File: config.mk
export PLATFORM = sky130hd
export DESIGN_NAME = axis_frame_fifo
export DESIGN_NICKNAME = d
export VERILOG_FILES = /design/src/rtl/axis_pkg.sv /design/src/rtl/axis_fifo_mem.sv /design/src/rtl/axis_frame_fifo.sv
export SDC_FILE = /design/constraint.sdc
export NUM_CORES = 1
export LEC_CHECK = 0
export ABC_AREA = 1
export ABC_CLOCK_PERIOD_IN_PS = 3100
export BUFFER_PORTS_ARGS = -buffer_cell sky130_fd_sc_hd__buf_2
export CAP_MARGIN = 30
export CELL_PAD_IN_SITES_DETAIL_PLACEMENT = 0
export CELL_PAD_IN_SITES_GLOBAL_PLACEMENT = 2
export CORE_ASPECT_RATIO = 0.5
export CORE_UTILIZATION = 30
export DETAILED_ROUTE_END_ITERATION = 8
export GPL_TIMING_DRIVEN = 0
export PLACE_DENSITY = 0.65
export SLEW_MARGIN = 10
export SYNTH_ARGS = -nofsm -noshare
export SYNTH_HDL_FRONTEND = slang
export SYNTH_HIERARCHICAL = 1
export SYNTH_SLANG_ARGS = --single-unit
File: constraint.sdc
create_clock -name clk -period 3.1 [get_ports clk]
set_input_delay 0.465 -clock clk [delete_from_list [all_inputs] [get_ports clk]]
set_output_delay 0.465 -clock clk [all_outputs]
set_load 0.05 [all_outputs]
File: src/rtl/axis_pkg.sv
// Shared AXI-Stream types for the frame FIFO and its users.
package axis_pkg;

  localparam int unsigned AXIS_DATA_W = 8;

  // One stream beat as stored in the FIFO: end-of-frame marker above the data.
  typedef struct packed {
    logic                   last;
    logic [AXIS_DATA_W-1:0] data;
  } axis_beat_t;

endpackage

File: src/rtl/axis_fifo_mem.sv
// DEPTH x WIDTH register-array storage: synchronous write, asynchronous read.
module axis_fifo_mem #(
  parameter  int unsigned DEPTH = 16,
  parameter  int unsigned WIDTH = 9,
  localparam int unsigned AW    = $clog2(DEPTH)
) (
  input  logic             clk,
  input  logic             we,
  input  logic [AW-1:0]    waddr,
  input  logic [WIDTH-1:0] wdata,
  input  logic [AW-1:0]    raddr,
  output logic [WIDTH-1:0] rdata
);

  logic [WIDTH-1:0] mem [DEPTH];

  // Contents are never reset; the pointers alone define what is valid.
  always_ff @(posedge clk) begin
    if (we) begin
      mem[waddr] <= wdata;
    end
  end

  assign rdata = mem[raddr];

endmodule

File: src/rtl/axis_frame_fifo.sv
// First-word-fall-through AXI-Stream FIFO that also tracks how many complete
// frames (stored beats with tlast set) it currently holds.
module axis_frame_fifo
  import axis_pkg::*;
#(
  parameter  int unsigned DATA_W = AXIS_DATA_W,
  parameter  int unsigned DEPTH  = 16,
  localparam int unsigned CNT_W  = $clog2(DEPTH) + 1
) (
  input  logic              clk,
  input  logic              rst,
  input  logic [DATA_W-1:0] s_axis_tdata,
  input  logic              s_axis_tvalid,
  input  logic              s_axis_tlast,
  output logic              s_axis_tready,
  output logic [DATA_W-1:0] m_axis_tdata,
  output logic              m_axis_tvalid,
  output logic              m_axis_tlast,
  input  logic              m_axis_tready,
  output logic [CNT_W-1:0]  level,
  output logic [CNT_W-1:0]  frames,
  output logic              full,
  output logic              empty
);

  localparam int unsigned AW = $clog2(DEPTH);
  localparam int unsigned PW = AW + 1;

  logic [PW-1:0]     wr_ptr;
  logic [PW-1:0]     rd_ptr;
  logic [DATA_W:0]   head;
  logic [DATA_W:0]   wr_beat;
  logic              full_c;
  logic              empty_c;
  logic              push;
  logic              pop;
  logic              push_last;
  logic              pop_last;

  // Pointers carry one extra wrap bit so full and empty are distinguishable.
  assign full_c  = (wr_ptr[AW-1:0] == rd_ptr[AW-1:0]) && (wr_ptr[AW] != rd_ptr[AW]);
  assign empty_c = (wr_ptr == rd_ptr);

  assign push      = s_axis_tvalid && !full_c;
  assign pop       = !empty_c && m_axis_tready;
  assign push_last = push && s_axis_tlast;
  assign pop_last  = pop && head[DATA_W];

  assign wr_beat = {s_axis_tlast, s_axis_tdata};

  axis_fifo_mem #(
    .DEPTH (DEPTH),
    .WIDTH (DATA_W + 1)
  ) u_mem (
    .clk   (clk),
    .we    (push),
    .waddr (wr_ptr[AW-1:0]),
    .wdata (wr_beat),
    .raddr (rd_ptr[AW-1:0]),
    .rdata (head)
  );

  always_ff @(posedge clk) begin
    if (rst) begin
      wr_ptr <= '0;
      rd_ptr <= '0;
      frames <= '0;
    end else begin
      if (push) begin
        wr_ptr <= wr_ptr + PW'(1);
      end
      if (pop) begin
        rd_ptr <= rd_ptr + PW'(1);
      end
      // A frame end entering and one leaving in the same cycle cancel out.
      case ({push_last, pop_last})
        2'b10:   frames <= frames + CNT_W'(1);
        2'b01:   frames <= frames - CNT_W'(1);
        default: frames <= frames;
      endcase
    end
  end

  // Pointer difference modulo 2*DEPTH is exactly the occupancy.
  assign level = CNT_W'(wr_ptr - rd_ptr);
  assign full  = full_c;
  assign empty = empty_c;

  assign s_axis_tready = !full_c;
  assign m_axis_tvalid = !empty_c;

  // Head is masked while empty so unreset storage never leaks onto the bus.
  assign m_axis_tdata = empty_c ? '0 : head[DATA_W-1:0];
  assign m_axis_tlast = empty_c ? 1'b0 : head[DATA_W];

endmodule

==> results.toml, run 1 <==
[pwr]
p_seq_share_pct = 43.4
p_comb_share_pct = 19.6
peakVddDrop_mv = 0.292
power_switching_mw = 1.66
p_leak_nw = 3.85
p_per_area_nw_per_um2 = 633
p_int_mw = 3.88
p_sw_share_pct = 30.0
pwr-share-clk_pct = 37.0

[timing]
fin_ws_ns = 0.248
setup_viol = 0
slew_headroom_pct = 36.6
tns_ns = 0
drv_slew = 0
fin_crit_sh_pct = 92.0
fmax_mhz = 351
tightest_slew_ns = 0.947
rsz0062_at_grt = "false"
hold_viol_final = 0
fin_crit_ns = 2.85
finClkSkew_ns = 0.00766

[logic_synthesis]
synth_top_cell_by_area = "edfxtp_1"
syn_area_um2 = 7470
ys_ff_latch = 159
yosys-top-cells-area = "edfxtp_1, nand2_1, nand3_1, inv_1, dfxtp_1"
synth-main-ff-cell = "edfxtp_1"
syn_nets = 806
ys_types = 26
synthArstFlopShare_pct = 0
yosys_warnings = 6
yosys.cell_count.top_type = "nand2_1"
ys_top_cells_by_count = "nand2_1, edfxtp_1, inv_1, nand3_1, nor2_1"
syn_avg_cell_area_um2 = 9.57
yosysSeqAreaShare_pct = 61.9
synth_edf_count = 144
synthDominantCellAreaShare_pct = 57.9
synthCells = 781

[drt]
postRouteAntennaNets = 0
wl_per_cell_um = 17.8
via_per_inst = 4.39
dr.pass1.iters = 5
wl_mm = 21.3
drcViolationCount = 0
via_count = 5233
drt-initial-drc-count = 346

[cts]
clk_latency_ns = 0.43
numCtsBuffers = 17
path_clk_slew_ns = 0.06
cts.hold.buffers_added = 0
clockBufferDepth = 2
cts.sinks = 159
cts_max_level = 4
root_buffer = "clkbuf_16"
cts_tree = "yes"

[global_routing]
track_usage_pct = 17.7
grt_pass1_vias = 5033
antenna_found_initial = 1
use_met1_pct = 25.0
grt_busiest_layer = "met2"
overflow = 0
grt_first_pass_wirelength_mm = 32.0
grt_max_degree = 18
grt_use_met2_pct = 28.1
met3_usage_pct = 3.53

[critical_path]
critPathMaxStageDelay_ns = 0.80
arrival_ns = 2.90
worstSetupStartpointType = "flop"
critical_path_class = "reg -> reg"
critPathSlowestCell = "nor2_1"
cp_max_fo = 9
crit_chain = "inv_1 -> ha_1 -> nand2_1 -> nor2_4 -> nand2_4 -> nand2_4 -> inv_1 -> nand3b_1 -> nor2_1"
critPathCaptureType = "flop"
cp.required_ns = 3.15

[layout]
diodes = 0
drive_gt1_share_pct = 13.3
stdcell_count = 1193
synthToLayoutAreaGrowth_pct = 17.3
nets = 869

[floorplanning]
die-area_um2 = 25600
core_area_um2 = 24200
die_y_um = 114
rows = 40
start_util_pct = 30.9
ioPinCount = 36
dieWidth_um = 225

[hold_path]
worst_hold_path_type = "in -> reg"

[placement]
globalplace.congestion = 0.787
placedCellCount = 1156
post-place-ws_ns = -0.162
portBuffers = 35
dp_hpwl_mm = 14.3

[outcome]
status = "finished clean"

[job]
cap_viol_max_count = 0
## critical path: cells and delay by family, from the launching register on
family,cells,cell delay (ns)
fa+ha+maj,1,0.33
buf+inv,2,0.27
simple gates,6,1.41
flops,1,0.47
## area by class of cell
cell class | instances | area (µm²)
buffer | 28 | 229
clock buffer | 28 | 551
clock inverter | 4 | 22.5
fill | 2488 | 15500
inverter | 148 | 566
multi-input combinational | 446 | 2100
sequential | 159 | 4630
tap | 336 | 420
timing repair buffer | 44 | 254
## power groups by stage
stage | clock network, mW | logic (mW) | registers (mW)
2_1_floorplan | 0 | 0.697 | 2.49
3_3_place_gp | 0 | 1.07 | 2.45
3_5_place_dp | 0 | 1.07 | 2.45
4_1_cts | 2.08 | 1.08 | 2.41
5_1_grt | 2.18 | 1.18 | 2.41
6_report | 2.05 | 1.08 | 2.41
## routing by layer
layer	vias up	wire length [µm]	share of wire [%]
met3	15	927	4.4
met4	0	231	1.1
met5	-	0	0
li1	2629	-	-
met2	98	9590	45
met1	2491	10500	49
## worst paths after layout
kind	startpoint	endpoint	slack (ns)	cells after the start
worst min-delay path	s_axis_tvalid	wr_ptr[3]$_SDFFE_PP0N_	0.35	3
worst min register to register	wr_ptr[4]$_SDFFE_PP0N_	wr_ptr[4]$_SDFFE_PP0N_	0.52	2
worst max register to register	wr_ptr[0]$_SDFFE_PP0N_	u_mem/mem[11][3]$_DFFE_PP_	0.25	9
worst max-delay path	wr_ptr[0]$_SDFFE_PP0N_	u_mem/mem[11][3]$_DFFE_PP_	0.25	9
## sequential cells by signal, summed over array words and instances, names as in the netlist
signal,flops
wr_ptr,5
frames,5
u_mem/mem,144
rd_ptr,5
## cell usage in the layout, fill, tap and decap left out, types with 3 or more instances in the layout
| cell type | n |
|---|---|
| edfxtp_1 | 144 |
| nor2_1 | 37 |
| nand3_1 | 124 |
| clkbuf_1 | 7 |
| buf_6 | 11 |
| buf_2 | 40 |
| inv_1 | 143 |
| ha_1 | 8 |
| nand2_4 | 4 |
| dfxtp_1 | 13 |
| o21ai_0 | 8 |
| a21oi_1 | 14 |
| xor2_1 | 4 |
| nand4_1 | 4 |
| nand2_1 | 230 |
| buf_4 | 17 |
| clkinv_2 | 3 |
| clkbuf_16 | 20 |
## stage by stage
stage / power, mW / util [%] / hold slack, ns / cell area, µm²
final: 5.54 / 36.2 / 0.349 / 8770
after global routing: 5.78 / 36.2 / 0.364 / 8770
after CTS: 5.57 / 35.9 / 0.340 / 8690
after detailed placement: 3.53 / 33.5 / 0.505 / 8110
after global placement: 3.53 / 33.3 / 0.507 / 8070
after floorplan: 3.18 / - / 0.481 / 7470
## cells by family after synthesis
logic type,synth area share [%]
AO/OA/AOI/OAI,1.47
XOR/XNOR,0.703
adder cells (fa/ha/maj),2.21
buffers and inverters,10.4
flip-flops,61.9
AND/OR/NAND/NOR,23.3
## timing repair
item                                    CTS  global route
cloned                                    0             0
pin swaps                                 0             1
endpoints found under the setup margin    3            50
setup buffers                             0             1
gates resized for setup                   3             9
(Power assumes the default switching activity.)
==> run 2, diff against run 1 <==
ABC_AREA = unset   (was 1)
PLACE_DENSITY = 0.57   (was 0.65)
==> run 2 against run 1 <==
Effect of this change: die area decreased by 11%; fmax is 5.8% lower; critical path type unchanged; hold slack improved by 0.086 ns; critical path depth rose by 3; area after synthesis fell by 11%; clock-buffer cell count down 11; non-clock buffer count rose by 2; clock skew rose by 0.0015 ns; highest routed layer unchanged; synthesized cell count decreased by 52%; global-route usage fell by 3.0 points; flip-flop and latch count stayed put.
==> results.toml, run 2 <==
[cts]
cts.sinks = 159
numCtsBuffers = 17
path_clk_slew_ns = 0.07
clockBufferDepth = 2
cts_max_level = 4
root_buffer = "clkbuf_16"
cts_tree = "yes"
clk_latency_ns = 0.43

[job]
cap_viol_max_count = 0

[timing]
fin_crit_ns = 3.03
tns_ns = 0
drv_slew = 0
tightest_slew_ns = 0.929
rsz0062_at_grt = "true"
fin_crit_sh_pct = 97.6
fin_ws_ns = 0.0731
hold_viol_final = 0
setup_viol = 0
slew_headroom_pct = 37.9
fmax_mhz = 330
finClkSkew_ns = 0.00916

[pwr]
power_mw = 5.88
pwr-share-clk_pct = 36.5
peakVddDrop_mv = 0.415
p_int_mw = 4.07
p_leak_nw = 2.79
p_per_area_nw_per_um2 = 715
p_seq_share_pct = 40.9
power_switching_mw = 1.81
p_sw_share_pct = 30.8
p_comb_share_pct = 22.6

[critical_path]
crit_end = "frames[4]$_SDFFE_PP0P_"
critPathMaxStageDelay_ns = 0.50
crit_buf_inv = 2
cp_max_fo = 7
critPathCaptureType = "flop"
path_depth = 12
crit_chain = "buf_12 -> buf_12 -> mux4_2 -> a22oi_2 -> nand2_2 -> and3_4 -> ha_4 -> ha_4 -> nand2b_4 -> a21oi_4 -> mux2i_1 -> mux2_2"
r2r_setup_slack_ns = 0.07
critPathSlowestCell = "mux4_2"
worstSetupStartpointType = "flop"
critical_path_class = "reg -> reg"
arrival_ns = 3.34
rr_worst_depth = 12
timing.rr.start = "rd_ptr[0]$_SDFFE_PP0N_"
critPathLaunch = "rd_ptr[0]$_SDFFE_PP0N_"
r2r-end = "frames[4]$_SDFFE_PP0P_"
cp.required_ns = 3.42
crit_family = "multiplexers"

[layout]
top_register = "u_mem/mem"
fillers = 2053
largest_register_ffs = 144
synthToLayoutAreaGrowth_pct = 24.0
final_cell_mix = "edfxtp_1, buf_2, nor2_1"
nets = 476
drive_gt1_share_pct = 34.5
diodes = 0
final_common_cell = "edfxtp_1"
final_area_um2 = 8220

[logic_synthesis]
syn_area_um2 = 6630
ys_ff_latch = 159
syn_avg_cell_area_um2 = 17.8
syn_nets = 398
synth_top_cell_by_area = "edfxtp_1"
synth_compound_area_share_pct = 3.85
synth_top_family_by_area = "multiplexers"
synth_edf_count = 144
synthArstFlopShare_pct = 0
yosys_warnings = 6
yosys.cell_count.top_type = "edfxtp_1"
synthCells = 373
synth_xor_area_share_pct = 1.45
synth-main-ff-cell = "edfxtp_1"
synth_mux_area_share_pct = 13.7
ys_top_cells_by_count = "edfxtp_1, nor2_1, mux4_2, a22oi_1"
yosysSeqAreaShare_pct = 69.7
yosys-top-cells-area = "edfxtp_1, mux4_2, mux4_1, dfxtp_1, a22oi_1"
synthSimpleGateAreaFrac_pct = 6.08
ys_types = 43
synthAdderAreaFrac_pct = 2.49
synthDominantCellAreaShare_pct = 65.2

[drt]
via_count = 3538
via_per_inst = 4.63
dr.pass1.iters = 4
wl_mm = 15.4
postRouteAntennaNets = 0
drcViolationCount = 0
drt-initial-drc-count = 280
wl_per_cell_um = 20.1

[placement]
postPlaceCellArea_um2 = 7240
portBuffers = 34
dp_hpwl_mm = 9.84
globalplace.congestion = 0.711
post-place-ws_ns = -0.950

[floorplanning]
die_y_um = 107
start_util_pct = 30.6
rows = 38
ioPinCount = 36
dieWidth_um = 212
die-area_um2 = 22700
core_area_um2 = 21700

[global_routing]
grt_max_degree = 19
track_usage_pct = 14.8
antenna_found_initial = 0
grt_first_pass_wirelength_mm = 23.4
grt_pass1_vias = 3659
overflow = 0

[outcome]
status = "finished clean"

[hold_path]
worst_hold_path_type = "in -> reg"
## run 2: cell count changes after synthesis, moves of 15 or more
cell	before	now
nand2_1	230	15
inv_1	143	15
nand3_1	124	2
mux4_2	0	21
a22oi_1	0	18
mux4_1	0	15
## run 2: per-stage QoR
step	util, %	instances	hold slack [ns]
4_1_cts	37.3	757	0.421
6_report	37.9	764	0.435
3_5_place_dp	33.4	712	0.522
2_1_floorplan	-	373	0.488
3_3_place_gp	33.1	707	0.514
5_1_grt	37.9	764	0.425
## run 2: routing by layer
| metal | part of all wire [%] | wire length, µm | track usage, % |
|---|---|---|---|
| met1 | 49 | 7550 | 20.5 |
| met2 | 47 | 7200 | 23.2 |
| met3 | 3.3 | 500 | 3.87 |
| met4 | 0.70 | 107 | 3.24 |
| met5 | 0 | 0 | 0 |
## run 2: final cells by class
class                      count  area (µm²)  area share [%]
timing repair buffer          60         373            4.53
sequential                   159        4650            56.5
multi-input combinational    184        1980            24.0
tap                          300         375            4.56
clock buffer                  17         425            5.17
buffer                        14         184            2.24
inverter                      15        56.3           0.685
clock inverter                15         184            2.24
## run 2: timing repair
| action | 4_1_cts | 5_1_grt |
|---|---|---|
| buffers inserted | 13 | 5 |
| pin swaps | 4 | 8 |
| setup endpoints to repair | 74 | 11 |
| hold buffers | 0 | 0 |
| resized for setup | 38 | 17 |
## run 2: worst min path at each step
stage,cells after the start,start,endpoint
CTS,1,s_axis_tdata[7],u_mem/mem[4][7]$_DFFE_PP_
floorplan,2,rd_ptr[4]$_SDFFE_PP0N_,rd_ptr[4]$_SDFFE_PP0N_
global placement,2,frames[2]$_SDFFE_PP0P_,frames[2]$_SDFFE_PP0P_
finish,1,s_axis_tdata[7],u_mem/mem[4][7]$_DFFE_PP_
global route,1,s_axis_tdata[7],u_mem/mem[6][7]$_DFFE_PP_
detailed placement,2,frames[2]$_SDFFE_PP0P_,frames[2]$_SDFFE_PP0P_
## run 2: cells by family after synthesis
family                   Yosys count
AO/OA/AOI/OAI                     39
XOR/XNOR                          11
adder cells (fa/ha/maj)           12
buffers and inverters             30
flip-flops                       159
multiplexers                      40
AND/OR/NAND/NOR                   82
## run 2: power groups by stage
stage	sequential, mW	clock (mW)	combinational, mW
finish	2.40	2.15	1.33
global route	2.41	2.27	1.43
CTS	2.41	2.18	1.31
detailed placement	2.46	0	1.18
global placement	2.46	0	1.18
floorplan	2.48	0	0.831
